[config.mk]
export PLATFORM = sky130hd
export DESIGN_NAME = ddr_client_arbiter
export DESIGN_NICKNAME = d
export VERILOG_FILES = /design/src/rtl/ddr_pkg.sv /design/src/rtl/ddr_read_tracker.sv /design/src/rtl/ddr_client_arbiter.sv
export SDC_FILE = /design/constraint.sdc
export NUM_CORES = 1
export LEC_CHECK = 0
export ABC_CLOCK_PERIOD_IN_PS = 4100
export CORE_UTILIZATION = 42
export DETAILED_ROUTE_END_ITERATION = 10
export PLACE_DENSITY = 0.95
export REMOVE_ABC_BUFFERS = 1
export SETUP_SLACK_MARGIN = 0.2
export SYNTH_ARGS = -nofsm -noshare
export SYNTH_HDL_FRONTEND = slang
export SYNTH_HIERARCHICAL = 1
export SYNTH_SLANG_ARGS = --single-unit
export TNS_END_PERCENT = 5
[constraint.sdc]
create_clock -name CLK -period 4.1 [get_ports CLK]
set_clock_uncertainty 0.2 [all_clocks]
set_input_delay 0.41 -clock CLK [delete_from_list [all_inputs] [get_ports CLK]]
set_output_delay 0.41 -clock CLK [all_outputs]
set_load 0.005 [all_outputs]
[src/rtl/ddr_pkg.sv]
// Shared types and widths for the DDR controller front end.
package ddr_pkg;

    localparam int DDR_ADDR_W = 27;
    localparam int DDR_DATA_W = 32;

    typedef logic [0:0] clientId_t;

    typedef enum logic {
        IDLE,
        ISSUE
    } arbState_e;

endpackage

[src/rtl/ddr_read_tracker.sv]
// Fixed-latency shift register carrying the issuing client id of each read
// so returning data can be routed back in issue order.
module ddr_read_tracker
    import ddr_pkg::*;
#(
    parameter int DEPTH = 3
) (
    input  logic      clk_i,
    input  logic      rst_i,
    input  logic      push_i,
    input  clientId_t id_i,
    output logic      valid_o,
    output clientId_t id_o
);

    logic [DEPTH-1:0] valid_q;
    logic [DEPTH-1:0] id_q;

    always_ff @(posedge clk_i) begin
        if (rst_i) begin
            valid_q <= '0;
            id_q    <= '0;
        end else begin
            valid_q[0] <= push_i;
            id_q[0]    <= id_i[0];
            for (int i = 1; i < DEPTH; i++) begin
                valid_q[i] <= valid_q[i-1];
                id_q[i]    <= id_q[i-1];
            end
        end
    end

    assign valid_o = valid_q[DEPTH-1];
    assign id_o    = clientId_t'(id_q[DEPTH-1]);

endmodule

[src/rtl/ddr_client_arbiter.sv]
// Two-client arbiter in front of the DDR command stage, with read-data routing
// and refresh strobe. Define DDR_RR_ARB_EN for round-robin instead of C0 priority.
module ddr_client_arbiter
    import ddr_pkg::*;
#(
    parameter int READ_LATENCY     = 3,
    parameter int REFRESH_INTERVAL = 1560,
    parameter int REFRESH_W        = 11
) (
    input  logic                  CLK,
    input  logic                  RST,
    input  logic                  C0_REQ,
    input  logic                  C1_REQ,
    input  logic                  C0_WE,
    input  logic                  C1_WE,
    input  logic [DDR_ADDR_W-1:0] C0_ADDR,
    input  logic [DDR_ADDR_W-1:0] C1_ADDR,
    input  logic [DDR_DATA_W-1:0] C0_WDATA,
    input  logic [DDR_DATA_W-1:0] C1_WDATA,
    output logic                  C0_ACK,
    output logic                  C1_ACK,
    output logic                  C0_RVALID,
    output logic                  C1_RVALID,
    output logic [DDR_DATA_W-1:0] RDATA,
    output logic [DDR_ADDR_W-1:0] ADDRESS_REQ,
    output logic                  WE,
    output logic [DDR_DATA_W-1:0] DATA_W,
    output logic                  DO_ACT,
    input  logic                  COMMAND_LATCHED,
    input  logic [DDR_DATA_W-1:0] DATA_R,
    output logic                  REFRESH_STROBE
);

    arbState_e             state_q, state_d;
    clientId_t             grantId_q, grantId_d;
    logic [DDR_ADDR_W-1:0] addr_q, addr_d;
    logic                  we_q, we_d;
    logic [DDR_DATA_W-1:0] dataW_q, dataW_d;
    logic                  doAct_q, doAct_d;
    logic                  ack0_q, ack0_d, ack1_q, ack1_d;
    logic                  rvalid0_q, rvalid0_d, rvalid1_q, rvalid1_d;
    logic [DDR_DATA_W-1:0] rdata_q, rdata_d;
    logic [REFRESH_W-1:0]  refCnt_q, refCnt_d;
    logic                  strobe_q, strobe_d;

    logic      reqMasked0, reqMasked1;
    clientId_t grantSel;
    logic      trkPush, trkValid;
    clientId_t trkId;

    // A client seeing its ACK this cycle still has the old REQ up; ignore it.
    assign reqMasked0 = C0_REQ & ~ack0_q;
    assign reqMasked1 = C1_REQ & ~ack1_q;

`ifdef DDR_RR_ARB_EN
    assign grantSel = (reqMasked0 && reqMasked1) ? ~grantId_q : clientId_t'(reqMasked1);
`else
    assign grantSel = clientId_t'(~reqMasked0);
`endif

    assign trkPush = (state_q == ISSUE) && COMMAND_LATCHED && !we_q;

    ddr_read_tracker #(
        .DEPTH(READ_LATENCY)
    ) u_tracker (
        .clk_i  (CLK),
        .rst_i  (RST),
        .push_i (trkPush),
        .id_i   (grantId_q),
        .valid_o(trkValid),
        .id_o   (trkId)
    );

    always_comb begin
        state_d   = state_q;
        grantId_d = grantId_q;
        addr_d    = addr_q;
        we_d      = we_q;
        dataW_d   = dataW_q;
        doAct_d   = doAct_q;
        ack0_d    = 1'b0;
        ack1_d    = 1'b0;
        case (state_q)
            IDLE: begin
                if (reqMasked0 || reqMasked1) begin
                    grantId_d = grantSel;
                    addr_d    = grantSel[0] ? C1_ADDR  : C0_ADDR;
                    we_d      = grantSel[0] ? C1_WE    : C0_WE;
                    dataW_d   = grantSel[0] ? C1_WDATA : C0_WDATA;
                    doAct_d   = 1'b1;
                    state_d   = ISSUE;
                end
            end
            ISSUE: begin
                if (COMMAND_LATCHED) begin
                    ack0_d  = ~grantId_q[0];
                    ack1_d  = grantId_q[0];
                    doAct_d = 1'b0;
                    state_d = IDLE;
                end
            end
        endcase
    end

    always_comb begin
        rvalid0_d = trkValid && !trkId[0];
        rvalid1_d = trkValid && trkId[0];
        rdata_d   = trkValid ? DATA_R : rdata_q;
        refCnt_d  = refCnt_q + REFRESH_W'(1);
        strobe_d  = strobe_q;
        if (refCnt_q == REFRESH_W'(REFRESH_INTERVAL - 1)) begin
            refCnt_d = '0;
            strobe_d = ~strobe_q;
        end
    end

    // grantId resets to C1 so that a round-robin build favours C0 first.
    always_ff @(posedge CLK) begin
        if (RST) begin
            state_q   <= IDLE;
            grantId_q <= clientId_t'(1'b1);
            addr_q    <= '0;
            we_q      <= 1'b0;
            dataW_q   <= '0;
            doAct_q   <= 1'b0;
            ack0_q    <= 1'b0;
            ack1_q    <= 1'b0;
            rvalid0_q <= 1'b0;
            rvalid1_q <= 1'b0;
            rdata_q   <= '0;
            refCnt_q  <= '0;
            strobe_q  <= 1'b0;
        end else begin
            state_q   <= state_d;
            grantId_q <= grantId_d;
            addr_q    <= addr_d;
            we_q      <= we_d;
            dataW_q   <= dataW_d;
            doAct_q   <= doAct_d;
            ack0_q    <= ack0_d;
            ack1_q    <= ack1_d;
            rvalid0_q <= rvalid0_d;
            rvalid1_q <= rvalid1_d;
            rdata_q   <= rdata_d;
            refCnt_q  <= refCnt_d;
            strobe_q  <= strobe_d;
        end
    end

    assign ADDRESS_REQ    = addr_q;
    assign WE             = we_q;
    assign DATA_W         = dataW_q;
    assign DO_ACT         = doAct_q;
    assign C0_ACK         = ack0_q;
    assign C1_ACK         = ack1_q;
    assign C0_RVALID      = rvalid0_q;
    assign C1_RVALID      = rvalid1_q;
    assign RDATA          = rdata_q;
    assign REFRESH_STROBE = strobe_q;

endmodule
==> out/results.tsv, run 1 <==
metric	value	unit
status	completed	
crit_path_max_incr_delay	510	ps
finalHoldViolations	0	
gp_congestion	0.765	
yosysMostFrequentCell	dfxtp_1	
fmax	0.452	GHz
synth_top_area_share	49.6	%
clk-insertion-delay-late	500	ps
fin_crit_sh	53.9	%
clkTransAtPathRegs	60	ps
synth_area	4720	um^2
grt_max_degree	97	
gr-total-overflow	0	
layout-drive-gt1-share	7.99	%
row_count	38	
post-route-util	73.1	%
ir_drop	0.202	mV
endpoint_kind	register	
hold_class	input port to register	
synth_largest_area_cell	dfxtp_1	
syn_area_per_cell	10.3	um^2
drc_errors	0	
synth_flop_cell	dfxtp_1	
ctsHoldBuffers	0	
area_delta_synth_final	68.4	%
clock-root-buffer	clkbuf_8	
final_max_slew_viol_count	0	
ctsResizeCount	0	
die_h	108	um
h-tree-depth	4	
die_x	108	um
via_per_inst	5.01	
coreArea	10900	um^2
cts_tree	done	
cp.required	4310	ps
arrival	2420	ps
yosys_warnings	6	
clock_sinks	117	
grt_setup_unrepaired	false	
path_depth	6	
preCtsSetupSlack	1390	ps
num_vias	4274	
drt-initial-drc-count	119	
wire_per_inst	15.1	um
synthArstFlopShare	0	%
fin_crit	2210	ps
tightestPinTransition	962	ps
grt_pass1_vias	4177	
placed_cells	822	
portBuffers	254	
groute.usage.overall	21.8	%
path_buf_inv	2	
path_class	input port to register	
place_hpwl	9.50	mm
worstPathMaxFanout	96	
synth_common_cells	dfxtp_1, nor2_1, mux2i_1	
finalSetupViolations	0	
final_cells	853	
ys_ff_latch	117	
wl	12.9	mm
relSlewSlack	35.9	%
cap_violations	0	
antenna_cells	0	
yosys-top-cells-area	dfxtp_1, mux2i_1, nor2_1, a211oi_1, a211oi_2	
clk_path_buf_depth	2	
finalPower	0.00338	W
yosysUniqueCellTypes	31	
slowest_stage	clkdlybuf4s50_1	
hold_path_depth	2	
synth_cells	460	
cp_top_family	buffers and inverters	
grt_antenna_before_repair	0	
synth_edf_count	0	
numCtsBuffers	17	
ant_nets	0	
num_io_pins	255	
r2r_cells	4	
start_util	43.4	%
dieArea	11700	um^2
grt_pass1_wl	19.6	mm
final_nets	859	
cts_setup_buffers	0	
nFillCells	734	
p_per_area	424	nW/um^2
crit_chain	clkdlybuf4s50_1 -> nand2b_4 -> a21oi_4 -> buf_12 -> nor2_1 -> a211oi_1	
ys_seq_area_share	49.6	%
setup_ws	1890	ps
dr.pass1.iters	4	
p_leak	3.07	nW
crit_path_start_kind	input port	
-- where the power goes --
part	switching (W)	internal, W	leakage, nW	total (W)
sequential	0.0000445	0.00121	0.961	0.00126
clock	0.000495	0.00109	0.315	0.00159
combinational	0.000201	0.000331	1.79	0.000532
total	0.000741	0.00263	3.07	0.00338
-- layout by cell type (no fill, tap or decap), types with 2 or more instances in the layout --
cell             netlist  layout
nor2b_1                6       6
mux2i_1               92      92
nand4_1                4       4
nor3b_1                2       2
nand2b_1               4       3
nor3_1                 2       2
nand3_1                3       3
xnor2_1                3       3
clkinv_2               0       3
a211oi_1              40      40
dfxtp_1              117     116
clkdlybuf4s50_1        0     253
xor2_1                 6       6
buf_4                  1       4
nor2_1               105     105
a211oi_2              20      20
o21a_1                 2       2
clkbuf_16              0      16
clkbuf_8               0       4
nand2_1                6       6
clkbuf_1              12       2
bufinv_16              0       5
-- per-layer routing --
| metal | track usage, % | wire length (um) | vias to the layer above |
|---|---|---|---|
| met5 | 0 | 0 | - |
| met3 | 6.75 | 1090 | 26 |
| met4 | 10.1 | 261 | 0 |
| met1 | 21.9 | 4790 | 1941 |
| li1 | - | - | 2098 |
| met2 | 40.9 | 6730 | 209 |
-- metrics by stage --
step | instance area, um^2 | hold slack [ps] | TNS (ps)
after detailed placement | 7320 | 230 | 0
after CTS | 7960 | 202 | 0
after floorplan | 4540 | 188 | -132280
final | 7960 | 216 | 0
after global routing | 7960 | 236 | 0
after global placement | 7320 | 202 | 0
-- registers in the layout, indices dropped and copies added, names as in the netlist --
name and flops:
grantId_q 1, RDATA 32, C1_ACK 1, DATA_W 32, C0_ACK 1, u_tracker/valid_q 3, WE 1, C0_RVALID 1
REFRESH_STROBE 1, refCnt_q 11, ADDRESS_REQ 27, u_tracker/id_q 3, DO_ACT 1, state_q 1, C1_RVALID 1
-- worst paths after layout --
path | startpoint | slack, ps | end
worst max-delay path | C0_REQ | 1890 | ADDRESS_REQ[10]
worst min-delay path | RST | 220 | refCnt_q[2]
worst max register to register | C0_ACK | 1900 | ADDRESS_REQ[17]
worst min register to register | u_tracker/id_q[2] | 220 | C0_RVALID
-- logic make-up (layout without fill, tap and decap cells) --
group	Yosys count	in the layout	share of synthesized area (%)
AND/OR/NAND/NOR	139	139	12.7
flip-flops	117	117	49.6
multiplexers	92	92	19.5
AO/OA/AOI/OAI	65	65	12.4
buffers and inverters	37	290	3.89
XOR/XNOR	9	9	1.67
adder cells (fa/ha/maj)	1	1	0.265
-- area by class of cell --
cell class                      count  area [um^2]  area share [%]
Tap cell                          140          175            2.20
Multi-Input combinational cell    306         2210            27.8
Timing Repair Buffer              258         2580            32.5
Clock buffer                       22          463            5.82
Sequential cell                   117         2340            29.5
Inverter                            1         3.75          0.0472
Clock inverter                      9          174            2.19
-- worst register-to-register path, cell delays in order (launching register included) --
cell and delay (ps):
dfxtp_1 340, nand2b_4 630, buf_4 490, mux2i_1 300, a211oi_2 100
No activity file was read; power rests on OpenSTA's default activity.
==> run 2: changes to the inputs <==
ABC_CLOCK_PERIOD_IN_PS = 2190   (was 4100)
CORE_UTILIZATION = 39   (was 42)
PLACE_DENSITY = 0.89   (was 0.95)
clock period = 2.19 ns   (was 4.1 ns; I/O delays follow)
==> run 2 against run 1 <==
  * The run now ends with design-rule violations left
  * Count of clock-buffer cells in the layout down 4
  * Critical path depth decreased by 1
  * Hold slack got worse by 160 ps
  * Non-clock buffer count rose by 4
  * Largest power group unchanged
==> out/results.tsv, run 2 (synthesized netlist as in run 1, its figures left out) <==
metric	value	unit	change
portBuffers	254		unchanged
finalHoldViolations	0		unchanged
die_x	112	um	was 108 um
p_sw_share	24.3	%	was 22.0%
hold_path_startpoint	RST		unchanged
p_seq_share	39.5	%	was 37.3%
wl	12.4	mm	was 12.9 mm
combinationalPowerShare	17.1	%	was 15.8%
hold_path_depth	2		unchanged
fmax	0.536	GHz	
num_io_pins	255		unchanged
violations	design-rule violations		
p_leak	3.05	nW	was 3.07 nW
relSlewSlack	67.7	%	was 35.9%
clockPowerShare	43.4	%	was 47.0%
cp.required	2330	ps	was 4310 ps
grt_pass1_vias	4147		was 4177
setup_ws	325	ps	was 1890 ps
drt-initial-drc-count	148		was 119
coreArea	11600	um^2	was 10900 um^2
drc_errors	19		was 0
status	finished with violations		was completed
clkTransAtPathRegs	50	ps	was 60 ps
finalPower	0.00594	W	was 0.00338 W
hold_path_end	RDATA[27]		was refCnt_q[2]
grt_setup_unrepaired	false		unchanged
clock_sinks	117		unchanged
hold_class	input port to register		unchanged
final_nets	863		was 859
ant_nets	0		unchanged
p_per_area	747	nW/um^2	was 424 nW/um^2
via_per_inst	4.85		was 5.01
grt_max_degree	58		was 97
ir_drop	0.378	mV	was 0.202 mV
tightestPinTransition	484	ps	was 962 ps
h-tree-depth	4		unchanged
finalSetupViolations	0		unchanged
crit_path_start_kind	register		was input port
layout-drive-gt1-share	9.05	%	was 7.99%
internal_power	0.00450	W	was 0.00263 W
ctsHoldBuffers	0		unchanged
area_delta_synth_final	68.4	%	about the same
fin_crit_sh	85.1	%	
path_class	register to register		was input port to register
dieArea	12600	um^2	was 11700 um^2
gr-total-overflow	0		unchanged
r2r_cells	5		was 4
endpoint_kind	register		unchanged
dr.pass1.iters	8		was 4
numCtsBuffers	17		unchanged
nFillCells	877		was 734
start_util	40.7	%	was 43.4%
gp_congestion	0.820		was 0.765
num_vias	4176		was 4274
row_count	39		was 38
antenna_cells	0		unchanged
clock-root-buffer	clkbuf_16		was clkbuf_8
clk-insertion-delay-late	400	ps	was 500 ps
grt_pass1_wl	19.9	mm	was 19.6 mm
place_hpwl	9.41	mm	was 9.50 mm
clk_path_buf_depth	2		unchanged
reg2reg_to	REFRESH_STROBE		was ADDRESS_REQ[17]
final_max_slew_viol_count	0		unchanged
arrival	2010	ps	was 2420 ps
reg2reg_from	refCnt_q[0]		was C0_ACK
rrSetupSlack	330	ps	was 1900 ps
cts_tree	done		unchanged
die_h	112	um	was 108 um
preCtsSetupSlack	186	ps	was 1390 ps
wire_per_inst	14.5	um	was 15.1 um
fin_crit	1860	ps	
groute.usage.overall	20.1	%	was 21.8%
grt_antenna_before_repair	0		unchanged
worstPathMaxFanout	6		was 96
final_cell_mix	clkdlybuf4s50_1, dfxtp_1, nor2_1, mux2i_1, a211oi_1		unchanged
cap_violations	0		unchanged
layout_commonest_cell	clkdlybuf4s50_1		unchanged
hold_ws	59.4	ps	was 216 ps
switching_power	0.00144	W	was 0.000741 W
==> run 2: cell types whose count changed in the layout (fill, tap and decap cells not counted), sizes merged <==
cell	change
bufinv	-4
inv	+4
clkinvlp	+5
clkbuf	-4
buf	+4
==> run 2: metal layers <==
layer	track usage (%)	part of all wire [%]
met1	21.6	39
met2	36.9	51
met3	6.91	9.2
met4	6.67	0.92
met5	0	0
==> run 2: worst max path at each step <==
stage | from | end | slack [ps] | cells past startpoint
floorplan | C0_ACK | grantId_q | -4050 | 4
global placement | C0_REQ | ADDRESS_REQ[16] | 260 | 5
detailed placement | C0_REQ | ADDRESS_REQ[24] | 190 | 6
CTS | refCnt_q[0] | refCnt_q[10] | 200 | 5
global route | refCnt_q[0] | REFRESH_STROBE | 220 | 5
finish | refCnt_q[0] | REFRESH_STROBE | 330 | 5
==> run 2: worst max-delay path, cell delays in order (launching register included) <==
cell and delay [ps]:
dfxtp_1 390, ha_1 300, nor4bb_1 320, nand4_1 200
or3_1 340, nand2_1 60
==> run 2: area by class of cell <==
class / count / area, um^2 / area share [%]
Clock buffer: 18 / 439 / 5.52
Clock inverter: 14 / 126 / 1.59
Inverter: 1 / 3.75 / 0.0472
Multi-Input combinational cell: 306 / 2220 / 27.8
Sequential cell: 117 / 2340 / 29.4
Tap cell: 143 / 179 / 2.25
Timing Repair Buffer: 262 / 2650 / 33.3
==> run 2: power groups by stage <==
stage	clock network, W	registers, W	logic [W]
detailed placement	0	0.00239	0.00102
CTS	0.00263	0.00235	0.00103
finish	0.00258	0.00235	0.00102
global placement	0	0.00239	0.000997
global route	0.00274	0.00236	0.00110
floorplan	0	0.00240	0.000374
==> run 2: through the flow <==
stage               cells  area [um^2]  setup TNS (ps)  utilization [%]
global placement      829         7390               0             63.6
finish                861         7960               0             68.5
CTS                   861         7960               0             68.5
detailed placement    829         7390               0             63.6
global route          861         7960               0             68.5
floorplan             424         4540         -249150                -
==> run 2: timing repair <==
| item | in CTS | in global routing |
|---|---|---|
| resized for setup | 0 | 1 |
| setup buffers | 0 | 0 |
| endpoints found under the setup margin | 0 | 10 |
==> run 3: changes to the inputs <==
ABC_CLOCK_PERIOD_IN_PS = 2400   (was 2190)
CORE_UTILIZATION = 42   (was 39)
PLACE_DENSITY = 0.95   (was 0.89)
clock period = 2.4 ns   (was 2.19 ns; I/O delays follow)
==> run 3 against run 2 <==
  * The run now ends clean
  * Sequential power is 8.9% lower
  * Sequential cell count stayed put
  * Non-clock buffer count is 3 higher
  * Routed wire length is 4.6% higher
  * Highest routed layer unchanged
  * Worst setup slack better by 140 ps
  * Largest cell class unchanged
  * Combinational power is 8% lower
  * Sequential share of layout area is 0.28 points lower
==> out/results.tsv, run 3 (synthesized netlist as in run 1, its figures left out) <==
metric	value	unit	change
layout_commonest_cell	clkdlybuf4s50_1		unchanged
wl	13.0	mm	was 12.4 mm
p_leak	3.10	nW	was 3.05 nW
path_class	register to register		unchanged
arrival	2120	ps	was 2010 ps
worstPathMaxFanout	10		was 6
finalHoldViolations	0		unchanged
antenna_cells	0		unchanged
crit_path_start_kind	register		unchanged
ir_drop	0.483	mV	was 0.378 mV
cp_top_family	simple AND/OR/NAND/NOR gates		unchanged
reg2reg_to	refCnt_q[3]		was REFRESH_STROBE
clk-insertion-delay-late	500	ps	was 400 ps
reg2reg_from	refCnt_q[0]		unchanged
via_per_inst	4.94		was 4.85
rrSetupSlack	460	ps	was 330 ps
final_max_slew_viol_count	0		unchanged
status	completed		was finished with violations
final_nets	866		was 863
hold_path_end	RDATA[2]		was RDATA[27]
fin_crit	1940	ps	was 1860 ps
regArea	2340	um^2	unchanged
cts_tree	done		unchanged
layout-drive-gt1-share	9.15	%	was 9.05%
clock-root-buffer	clkbuf_8		was clkbuf_16
gp_congestion	0.758		was 0.820
fin_crit_sh	80.7	%	was 85.1%
slowest_stage	dfxtp_1		unchanged
placed_area	7390	um^2	about the same
crit_chain	ha_1 -> nor4bb_1 -> nand4_1 -> nand2b_1 -> nor2_1		was ha_1 -> nor4bb_1 -> nand4_1 -> or3_1 -> nand2_1
final_cell_mix	clkdlybuf4s50_1, dfxtp_1, nor2_1, mux2i_1, a211oi_1		unchanged
hold_path_startpoint	DATA_R[2]		was RST
p_per_area	716	nW/um^2	was 747 nW/um^2
clock_sinks	117		unchanged
num_io_pins	255		unchanged
hold_path_depth	3		was 2
die_h	108	um	was 112 um
wire_per_inst	15.1	um	was 14.5 um
dieArea	11700	um^2	was 12600 um^2
path_buf_inv	0		unchanged
endpoint_kind	register		unchanged
fmax	0.516	GHz	was 0.536 GHz
row_count	38		was 39
multiInputGateArea	2210	um^2	was 2220 um^2
nFillCells	745		was 877
num_vias	4255		was 4176
drt-initial-drc-count	201		was 148
hold_class	input port to register		unchanged
gr-total-overflow	0		unchanged
drc_errors	0		was 19
cap_violations	0		unchanged
h-tree-depth	4		unchanged
grt_max_degree	69		was 58
die_x	108	um	was 112 um
grt_pass1_wl	20.2	mm	was 19.9 mm
finalPower	0.00575	W	was 0.00594 W
portBuffers	254		unchanged
area_delta_synth_final	70.0	%	was 68.4%
groute.usage.overall	22.5	%	was 20.1%
dr.pass1.iters	4		was 8
start_util	43.4	%	was 40.7%
grt_antenna_before_repair	0		unchanged
grt_pass1_vias	4377		was 4147
tightestPinTransition	524	ps	was 484 ps
coreArea	10900	um^2	was 11600 um^2
clkTransAtPathRegs	60	ps	was 50 ps
place_hpwl	9.69	mm	was 9.41 mm
post-route-util	73.8	%	was 68.5%
cp.required	2580	ps	was 2330 ps
design_area	8030	um^2	was 7960 um^2
numCtsBuffers	17		unchanged
clk_path_buf_depth	2		unchanged
ant_nets	0		unchanged
grt_setup_unrepaired	false		unchanged
relSlewSlack	65.1	%	was 67.7%
finalSetupViolations	0		unchanged
crit_path_max_incr_delay	400	ps	was 390 ps
r2r_cells	5		unchanged
==> run 3: cell types whose count changed in the layout (fill, tap and decap cells not counted) <==
| cell | change |
|---|---|
| clkinv_2 | -3 |
| inv_8 | +2 |
| nand2b_1 | +1 |
| clkbuf_16 | -1 |
| inv_6 | -2 |
| clkinvlp_4 | -4 |
| clkinv_4 | +5 |
| buf_12 | -1 |
| bufinv_16 | +3 |
| dlygate4sd3_1 | +1 |
| nand2b_2 | -1 |
| buf_4 | +3 |
==> run 3: where the power goes <==
part	total, W	leakage, nW	internal (W)	switching (W)
registers	0.00214	0.961	0.00207	0.0000734
logic	0.000936	1.83	0.000579	0.000358
clock network	0.00267	0.307	0.00171	0.000958
==> run 3: worst max-delay path by stage <==
stage	cells after the start	endpoint	from	slack, ps
after detailed placement	6	ADDRESS_REQ[8]	C0_REQ	220
final	5	refCnt_q[3]	refCnt_q[0]	460
after floorplan	4	grantId_q	C0_ACK	-3840
after CTS	5	refCnt_q[3]	refCnt_q[0]	460
after global routing	5	refCnt_q[4]	refCnt_q[0]	270
after global placement	5	DATA_W[0]	C0_REQ	370
==> run 3: layer usage <==
| metal | up-vias | track usage [%] | share of wire (%) |
|---|---|---|---|
| li1 | 2110 | - | - |
| met5 | - | 0 | 0 |
| met4 | 0 | 7.63 | 1.7 |
| met3 | 17 | 6.81 | 8.0 |
| met2 | 190 | 43.3 | 52 |
| met1 | 1938 | 22.6 | 38 |
==> run 3: repair_timing <==
item / CTS / global route
hold buffers: 1 / 0
resized for setup: 0 / 0
hold endpoints to repair: 24 / 0
buffers inserted: 0 / 0
==> run 3: final cells by class <==
type / count / area share (%)
timing repair buffer: 265 / 33.1
sequential: 117 / 29.2
multi-input combinational: 306 / 27.6
clock buffer: 17 / 5.16
clock inverter: 15 / 2.74
tap: 140 / 2.18
inverter: 1 / 0.0467
==> run 3: tightest hold or removal path: cells and delay by family <==
| family | cells | cell delay, ps |
|---|---|---|
| buf+inv | 1 | 400 |
| simple gates | 1 | 50 |
| mux | 1 | 130 |
==> run 3: per-stage QoR <==
stage,TNS [ps],std cells,setup slack [ps],hold slack [ps]
6_report,0,861,462,156
5_1_grt,0,861,268,147
2_1_floorplan,-235920,424,-3840,105
3_5_place_dp,0,828,218,220
3_3_place_gp,0,828,371,207
4_1_cts,0,861,460,138
